<file path="config.mk">
export PLATFORM = sky130hd
export DESIGN_NAME = struct_stream_gen
export DESIGN_NICKNAME = d
export VERILOG_FILES = /design/src/rtl/types_pkg.sv /design/src/rtl/struct_stream_gen.sv
export SDC_FILE = /design/constraint.sdc
export NUM_CORES = 1
export LEC_CHECK = 0
export ABC_AREA = 1
export ABC_CLOCK_PERIOD_IN_PS = 2230
export CORE_MARGIN = 3
export CORE_UTILIZATION = 54
export DETAILED_ROUTE_END_ITERATION = 12
export HOLD_SLACK_MARGIN = 0.06
export PLACE_DENSITY = 0.81
export SLEW_MARGIN = 40
export SYNTH_ARGS = -nofsm -noshare
export SYNTH_HDL_FRONTEND = slang
export SYNTH_SLANG_ARGS = --single-unit
</file>
<file path="constraint.sdc">
create_clock -name clk -period 2.23 [get_ports clk]
set_clock_uncertainty 0.1 [all_clocks]
set_input_delay 0.223 -clock clk [delete_from_list [all_inputs] [get_ports clk]]
set_output_delay 0.223 -clock clk [all_outputs]
set_load 0.1 [all_outputs]
</file>
<file path="src/rtl/types_pkg.sv">
// types_pkg: run status and record types shared by the stream source and the pass-through stage
package types_pkg;

    typedef enum logic [1:0] {IDLE, RUN, STOP} state_t;

    typedef struct packed {
        logic [7:0] field1;
        int         field2;
    } my_struct_t;

endpackage

</file>
<file path="src/rtl/struct_stream_gen.sv">
// struct_stream_gen: start/abort driven source emitting a BEATS-long burst of arithmetic records under valid/ready
module struct_stream_gen
    import types_pkg::*;
#(
    parameter int         BEATS = 16,
    parameter logic [7:0] STEP  = 8'd1,
    parameter int         SEED  = 0
) (
    input  logic       clk,
    input  logic       rst_n,
    input  logic       i_start,
    input  logic       i_abort,
    input  logic       i_ready,
    output state_t     o_state,
    output logic       o_valid,
    output my_struct_t o_rec,
    output logic       o_done
);

    localparam int CW = $clog2(BEATS + 1);

    state_t         state, state_nx;
    logic [CW-1:0]  cnt;
    my_struct_t     rec;
    logic           go, acc, last;

    always_comb begin
        go   = state == IDLE && i_start && !i_abort;
        acc  = state == RUN && i_ready;
        last = acc && cnt == CW'(BEATS - 1);
    end

    always_ff @(posedge clk or negedge rst_n) begin
        if (!rst_n)
            state <= IDLE;
        else
            state <= state_nx;
    end

    always_comb begin
        state_nx = state == IDLE ? (go ? RUN : IDLE) :
                   state == RUN  ? ((i_abort || last) ? STOP : RUN) : IDLE;
    end

    // field2 accumulates the pre-increment field1 of every accepted beat
    always_ff @(posedge clk or negedge rst_n) begin
        if (!rst_n) begin
            rec <= '0;
            cnt <= '0;
        end else if (go) begin
            rec.field1 <= 8'd0;
            rec.field2 <= SEED;
            cnt        <= '0;
        end else if (acc) begin
            rec.field1 <= rec.field1 + STEP;
            rec.field2 <= rec.field2 + {24'b0, rec.field1};
            cnt        <= cnt + CW'(1);
        end
    end

    always_comb begin
        o_state = state;
        o_valid = state == RUN;
        o_done  = state == STOP;
        o_rec   = rec;
    end

endmodule
</file>
==> out/qor_table.md, run 1 <==
| Group | Metric | Reported |
| --- | --- | --- |
| outcome | Outcome | finished clean |
| cts | Clock transition at the registers of the reported paths | 0.09 ns |
| cts | Clock Latency Late Sink | 0.31 ns |
| critical path | CP arrival | 2.18 ns |
| global route | Global-route congestion overflow total | 0 |
| pwr | Net Switching | 973 uW |
| global route | First-pass GRT wire length | 12900 um |
| drt | Initial drt markers | 324 |
| critical path | Sum of buffers and inverters on the critical path | 0 |
| placement | Post-DP Area | 3480 um2 |
| critical path | Cell family contributing the most delay on the critical path | simple AND/OR/NAND/NOR gates |
| synthesis | Syn. warnings | 0 |
| hold path | Hold Crit Class | primary input to async pin |
| sta | Final Hold Viols | 0 |
| pwr | Maximum vdd drop | 541 uV |
| cts | Clock tree from TritonCTS | done |
| pwr | Int Power | 1550 uW |
| synthesis | Flip-flop and latch count after synthesis | 47 |
| pwr | Relative contribution of sequential cells to total power | 39.7% |
| critical path | Top fanout value on the critical path | 7 |
| flow run | Max-cap violations | 0 |
| sta | RSZ-0062 raised after global routing | false |
| sta | Post-route clock period utilization | 93.0% |
| sta | Remaining max-slew budget at the tightest pin | 66.5% |
| global route | Global routing met2 resource utilization | 39.7% |
| floorplan | Starting utilization of the core area | 57.1% |
| layout | Total Nets Final | 500 |
| layout | Area Growth Syn to Fin | 21.5% |
| pwr | Part of the power in the clock network | 30.2% |
| sta | Summed negative setup slack over all endpoints | 0 ns |
| synthesis | Gate count after technology mapping | 428 |
| global route | Vias in the first global route | 2753 |
| cts | Number of buffers inserted to repair setup after CTS | 0 |
| synthesis | Mean instance size in the synthesized netlist | 6.99 um2 |
| synthesis | Post-synthesis cell area | 2990 um2 |
| floorplan | Width of the chip | 80.4 um |
| cts | Clock tree root driver cell | clkbuf_8 |
| drt | Total length of routed wires | 7730 um |
| drt | Post-DR wirelength/cell | 14.0 um |
| pwr | Power density over the cells | 696 nW/um2 |
| synthesis | Net count after synthesis | 445 |
| global route | GRT Util Overall | 25.6% |
| sta | Number of endpoints failing setup at the final stage | 0 |
| critical path | Startpoint type of the worst setup path | register |
| synthesis | Leading post-synthesis cells by cell area | dfrtp_1, nand2_1, nor2_1 |
| global route | Routing layer with the top usage in global route | met2 |
| layout | Final design instance area without fill | 3630 um2 |
| floorplan | Vertical die dimension | 80.4 um |
| critical path | Setup slack of the worst register-to-register path | 0.16 ns |
| placement | Routability congestion estimate from global placement | 0.975 |
| layout | ANT cells | 0 |
| cts | Clock net sink count | 47 |
| global route | Largest net degree at the start of global routing | 32 |
| critical path | CP max stage delay | 0.46 ns |
| critical path | Critical-path top delay cell | dfrtp_2 |
| global route | Met1 routing resource usage after global routing | 36.0% |
| placement | Input/output buffers | 48 |
| critical path | CP most frequent cell | nand2_1 |
| placement | Detailed placer's ending HPWL | 5780 um |
| drt | Number of vias per cell | 5.52 |
| layout | Fraction of final layout cells sized beyond drive strength 1 | 18.8% |
| drt | Number of iterations in the first detailed-routing pass | 6 |
| critical path | Required time of the critical path | 2.34 ns |
| layout | Post-Route Utilization | 69.4% |
| synthesis | Proportion of synthesized chip area in sequential cells | 39.3% |
| critical path | Startpoint-to-endpoint class of the critical path | register to register |
| drt | Final routed DRC violation total | 0 |
| drt | Via count | 3056 |
| synthesis | Fraction of post-synthesis cell area in the top cell type by area | 39.3% |
| synthesis | Synth unique cells | 31 |
| sta | Max Clk Rate | 0.482 GHz |
| floorplan | Core ar. | 5240 um2 |
| pwr | Fraction of power spent switching nets | 38.5% |
| cts | Clock tree buffer depth | 2 |
| sta | Slew at the pin with the worst max-slew slack | 0.502 ns |
| global route | Global Route met3 Usage | 3.92% |
| global route | Antenna violations before repair | 0 |
| cts | Number of CTS-inserted buffers | 5 |
| critical path | Crit-path cells | ha_1 -> fa_1 -> nand2_1 -> nand3_1 -> nand3_1 -> nand2_1 -> nand2_1 -> nand2_4 -> nand2_1 -> nand2_1 -> nand2_1 -> nor2_1 |
| synthesis | Largest area contributor in the synthesized netlist | dfrtp_1 |
| pwr | Combinational fraction of design power | 30.1% |
| sta | Min Tclk post-route | 2.07 ns |
| drt | Count of antenna-violating nets left after detailed routing | 0 |
| sta | Final count of pins violating max slew | 0 |
| critical path | Type of element capturing the critical path | register |
| floorplan | Floorplan die area | 6470 um2 |
| floorplan | Std-Cell Rows | 26 |
| cts | Maximum level of the CTS H-tree | 2 |
| floorplan | I/O pin count | 49 |
| pwr | Leakage power | 0.00192 uW |
==> synthesized netlist by cell type (all sizes together) <==
cell type	n
nand2	121
nor2	69
inv	55
dfrtp	47
nand3	47
a21oi	26
o21ai	13
ha	11
nor3	10
buf	6
nand4	5
a22o	4
or2	3
a32o	2
clkbuf	2
a21boi	1
fa	1
nand3b	1
o21bai	1
o22ai	1
o31ai	1
xor2	1
==> area by class of cell <==
cell class | count | area, um2
clock inverters | 3 | 67.6
multi-input cells | 318 | 1570
repair buffers | 56 | 440
flip-flops and latches | 47 | 1190
inverters | 55 | 206
fillers | 425 | 1600
clock buffers | 5 | 68.8
well taps | 70 | 87.6
==> stage by stage <==
stage | cells | total power [uW] | setup slack [ns] | hold WS [ns]
5_1_grt | 554 | 2620 | 0.00300 | 0.359
2_1_floorplan | 428 | 1590 | 0.00431 | -0.173
3_5_place_dp | 545 | 1780 | 0.186 | 0.123
3_3_place_gp | 545 | 1760 | 0.233 | 0.115
6_report | 554 | 2530 | 0.156 | 0.305
4_1_cts | 554 | 2540 | 0.168 | 0.319
==> sequential cells by signal, indices dropped and copies added (netlist names) <==
register,flops
o_rec,40
cnt,5
o_state,2
==> metal layers <==
layer / vias up / wire length, um / share of wire [%]
li1: 1481 / - / -
met1: 1417 / 3490 / 45
met2: 144 / 3470 / 45
met3: 14 / 646 / 8.4
met4: 0 / 134 / 1.7
met5: - / 0 / 0
==> what timing repair did <==
action                                  in CTS  in global routing
endpoints found under the setup margin       0                  1
endpoints found under the hold margin       20                  0
hold buffers                                 1                  0
resized for setup                            0                  1
==> power by group through the flow <==
stage               Clock (uW)  Combinational (uW)  Sequential [uW]
floorplan                    0                 240             1350
global placement             0                 744             1010
detailed placement           0                 759             1020
CTS                        775                 761             1000
global route               802                 804             1010
finish                     764                 760             1000
==> placed cells by master (no fill, tap or decap), types with 2 or more instances in the layout <==
master	synthesis	final
o21ai_0	12	12
clkdlybuf4s50_1	0	3
nand3_2	4	5
ha_1	11	11
dfrtp_2	0	13
clkbuf_8	0	5
a32o_1	2	2
nand4_1	5	5
a21oi_1	26	26
nand2_1	117	117
inv_1	54	54
nor2_1	67	66
or2_2	3	3
dfrtp_1	47	34
nor2_2	2	2
nand2_2	3	3
nor3_1	9	9
buf_4	3	50
nand3_1	43	42
a22o_1	4	4
bufinv_16	0	2
==> final timing paths <==
path,end,from,cells after the start
worst max-delay path,o_rec[18]$_DFFE_PN0P_,o_rec[32]$_DFFE_PN0P_,12
max in group asynchronous,o_rec[37]$_DFFE_PN0P_,rst_n,3
worst min register to register,o_rec[39]$_DFFE_PN0P_,o_rec[39]$_DFFE_PN0P_,1
worst max register to register,o_rec[18]$_DFFE_PN0P_,o_rec[32]$_DFFE_PN0P_,12
min in group clk,o_rec[39]$_DFFE_PN0P_,o_rec[39]$_DFFE_PN0P_,1
worst min-delay path,o_rec[39]$_DFFE_PN0P_,rst_n,2
==> logic make-up after synthesis <==
group	Yosys count	synth area share, %
AND/OR/NAND/NOR	256	36.8
buffers and inverters	63	8.62
AO/OA/AOI/OAI	49	9.70
flip-flops	47	39.3
adder cells (fa/ha/maj)	12	5.27
XOR/XNOR	1	0.293
Power figures use the tool's default switching activity.
==> run 2: changes to the inputs <==
Settings changed: ABC_CLOCK_PERIOD_IN_PS 2230 to 1700, CORE_UTILIZATION 54 to 49, PLACE_DENSITY 0.81 to 0.77, REMOVE_ABC_BUFFERS set to 1.
Clock period 2.23 ns to 1.7 ns, I/O delays scaled along.
==> run 2 against run 1 <==
Compared with the run above: the flow now finishes with violations (negative setup slack); maximum frequency rose by 2.2%; highest routed layer unchanged; largest cell class unchanged; routed wire length rose by 59%; final area rose by 37%; non-clock buffer count rose by 62; sequential cell count did not move; critical endpoint is now o_rec[29]$_DFFE_PN0P_; sequential share of layout area fell by 9.2 points; hold slack got worse by 0.040 ns; via count rose by 23%; sequential power rose by 31%; critical path depth fell by 1; register-to-register slack got worse by 0.49 ns.
==> out/qor_table.md, run 2 (synthesis results as in run 1) <==
| Group | Metric | Reported | Delta |
| --- | --- | --- | --- |
| outcome | Outcome | finished, violations left |  |
| outcome | Failing checks | negative setup slack |  |
| sta | Final Hold Viols | 0 | unchanged |
| floorplan | Core ar. | 5710 um2 | +9.0% |
| sta | Slew at the pin with the worst max-slew slack | 0.367 ns | -0.136 ns |
| layout | ANT cells | 0 | unchanged |
| critical path | Count of cells along the worst register-to-register path | 11 | -1 |
| layout | Area Growth Syn to Fin | 66.5% |  |
| floorplan | Width of the chip | 84.1 um | +4.6% |
| cts | Number of CTS-inserted buffers | 5 | unchanged |
| sta | Post-route clock period utilization | 119% | +26 points |
| critical path | CP arrival | 2.14 ns | -0.04 ns |
| drt | Final routed DRC violation total | 0 | unchanged |
| drt | Met1 wire length | 4430 um | +27% |
| layout | Flip-flop count of the largest register after layout | 40 | unchanged |
| pwr | Power density over the cells | 758 nW/um2 | +8.9% |
| drt | Highest Signal Layer | met4 |  |
| critical path | Crit-path cells | ha_2 -> buf_4 -> buf_4 -> nand3_2 -> nand3_2 -> nand2_1 -> nand2_1 -> nand2_2 -> nand2_4 -> a21oi_1 -> nor2_1 |  |
| cts | Maximum level of the CTS H-tree | 2 | unchanged |
| cts | Clock tree buffer depth | 2 | unchanged |
| critical path | Setup slack of the worst register-to-register path | -0.33 ns | -0.49 ns |
| critical path | Startpoint-to-endpoint class of the critical path | register to register |  |
| layout | Leading cell types in the layout, fill and taps excluded | nand2_1, buf_4, nor2_1 |  |
| global route | First-pass GRT wire length | 16800 um | +31% |
| global route | GRT Util Overall | 29.4% | +3.8 points |
| pwr | Leakage power | 0.00245 uW | +28% |
| global route | Largest net degree at the start of global routing | 48 | +50% |
| floorplan | Starting utilization of the core area | 52.4% | -4.7 points |
| critical path | Required time of the critical path | 1.81 ns | -0.53 ns |
| drt | Initial drt markers | 540 | +67% |
| critical path | CP max stage delay | 0.42 ns | -0.04 ns |
| sta | Final count of pins violating max slew | 0 | unchanged |
| floorplan | Std-Cell Rows | 27 | +3.8% |
| cts | Clock tree root driver cell | clkbuf_8 |  |
| hold path | Hold Crit Class | primary input to async pin |  |
| floorplan | Floorplan die area | 7080 um2 | +9.4% |
| pwr | Fraction of power spent switching nets | 38.8% | +0.31 points |
| critical path | Top fanout value on the critical path | 6 | -1 |
| critical path | Reg-to-Reg End | o_rec[29]$_DFFE_PN0P_ |  |
| critical path | Type of element capturing the critical path | register |  |
| critical path | Critical R2R Launch | o_rec[0]$_DFFE_PN0P_ |  |
| drt | DR WL met2 | 6040 um | +74% |
| cts | Clock Latency Late Sink | 0.32 ns | about the same |
| drt | Number of vias per cell | 6.07 | +10% |
| pwr | Maximum vdd drop | 973 uV | +80% |
| drt | Via count | 3753 | +23% |
| sta | RSZ-0062 raised after global routing | true |  |
| sta | Min Tclk post-route | 2.03 ns | -0.0442 ns |
| layout | Fraction of final layout cells sized beyond drive strength 1 | 38.3% | +19 points |
| drt | Met3 Routed Length | 1110 um | +72% |
| layout | Filler instances | 276 | -35% |
| placement | Detailed placer's ending HPWL | 6870 um | +19% |
| floorplan | Vertical die dimension | 84.1 um | +4.6% |
| drt | Total length of routed wires | 12300 um | +59% |
| drt | Post-DR wirelength/cell | 19.9 um | +42% |
| pwr | Combinational fraction of design power | 41.3% | +11 points |
| floorplan | I/O pin count | 49 | unchanged |
| global route | Antenna violations before repair | 0 | unchanged |
| layout | Total Nets Final | 562 | +12% |
| flow run | Max-cap violations | 0 | unchanged |
| critical path | Critical-path top delay cell | dfrtp_1 |  |
| placement | Routability congestion estimate from global placement | 0.914 | -6.3% |
| pwr | Net Switching | 1460 uW | +51% |
| drt | Count of antenna-violating nets left after detailed routing | 0 | unchanged |
| global route | Global-route congestion overflow total | 0 | unchanged |
| sta | Crit path setup slack, layout | -0.330 ns | -0.486 ns |
| cts | Clock net sink count | 47 | unchanged |
| layout | Most common library cell in the layout ignoring fill and taps | nand2_1 |  |
| drt | Number of iterations in the first detailed-routing pass | 9 | +3 |
| sta | Remaining max-slew budget at the tightest pin | 75.5% | +8.9 points |
| critical path | Startpoint type of the worst setup path | register |  |
| sta | Tightest hold margin | 0.265 ns | -0.0401 ns |
| pwr | Part of the power in the clock network | 23.9% | -6.3 points |
| sta | Max Clk Rate | 0.493 GHz | +2.2% |
| pwr | Relative contribution of sequential cells to total power | 34.8% | -4.9 points |
| cts | Clock transition at the registers of the reported paths | 0.10 ns | about the same |
| sta | Summed negative setup slack over all endpoints | -6.23 ns | -6.23 ns |
| sta | Number of endpoints failing setup at the final stage | 29 | +29 |
| cts | Clock tree from TritonCTS | done |  |
| placement | Input/output buffers | 48 | unchanged |
| pwr | Int Power | 2310 uW | +49% |
| global route | Vias in the first global route | 3515 | +28% |
-- run 2: cell count changes in the layout (fill, tap and decap cells not counted), sizes merged --
cell | previous run | this run
buf | 52 | 114
bufinv | 2 | 1
clkbuf | 5 | 6
clkinv | 0 | 1
inv | 55 | 54
-- run 2: worst max path at each step --
stage	startpoint	to	slack, ns	cells past startpoint
finish	o_rec[0]$_DFFE_PN0P_	o_rec[29]$_DFFE_PN0P_	-0.33	11
global route	o_rec[0]$_DFFE_PN0P_	o_rec[29]$_DFFE_PN0P_	-0.43	12
CTS	o_rec[0]$_DFFE_PN0P_	o_rec[18]$_DFFE_PN0P_	-0.13	12
detailed placement	o_rec[0]$_DFFE_PN0P_	o_rec[18]$_DFFE_PN0P_	-0.29	12
global placement	o_rec[0]$_DFFE_PN0P_	o_rec[18]$_DFFE_PN0P_	-0.21	12
floorplan	o_state[1]$_DFF_PN0_	o_done	-0.98	2
-- run 2: timing repair --
item / CTS / global route
pin swaps: 4 / 17
buffers inserted: 1 / 7
hold buffers: 1 / 0
gates cloned: 0 / 0
gates resized for setup: 38 / 52
endpoints found under the setup margin: 29 / 33
hold endpoints to repair: 47 / 0
-- run 2: stage by stage --
step                cell area, um2  cells  util [%]  total power, uW  worst slack (ns)
detailed placement            4440    601      77.8             2680            -0.288
CTS                           4740    611      83.0             3600            -0.135
global placement              4440    601      77.8             2640            -0.207
finish                        4980    618      87.3             3770            -0.330
floorplan                     2940    420         -             2050            -0.977
global route                  4980    618      87.3             3900            -0.429
-- run 2: metal layers --
layer | track usage, % | vias up
li1 | - | 1608
met1 | 36.6 | 1757
met2 | 50.8 | 299
met3 | 5.59 | 89
met4 | 10.5 | 0
met5 | 0 | -
-- run 2: worst max-delay path: cells and delay by family (launching register included) --
family | cells | cell delay [ns]
AND/OR/NAND/NOR | 7 | 0.73
flip-flops | 1 | 0.42
buffers and inverters | 2 | 0.27
adder cells (fa/ha/maj) | 1 | 0.21
AO/OA/AOI/OAI | 1 | 0.17
-- run 2: final cells by class --
class                      instances  area [um2]  area share, %
multi-input combinational        318        1900           38.2
timing repair buffer             118        1480           29.7
sequential                        47        1180           23.7
inverter                          55         210           4.22
tap                               72        90.1           1.81
clock buffer                       6        82.6           1.66
clock inverter                     2        35.0          0.703
-- run 2: power by group through the flow --
stage	combinational, uW	sequential, uW	clock [uW]
after floorplan	294	1750	0
after global placement	1340	1300	0
after detailed placement	1380	1300	0
after CTS	1410	1290	892
after global routing	1630	1330	945
final	1560	1310	902
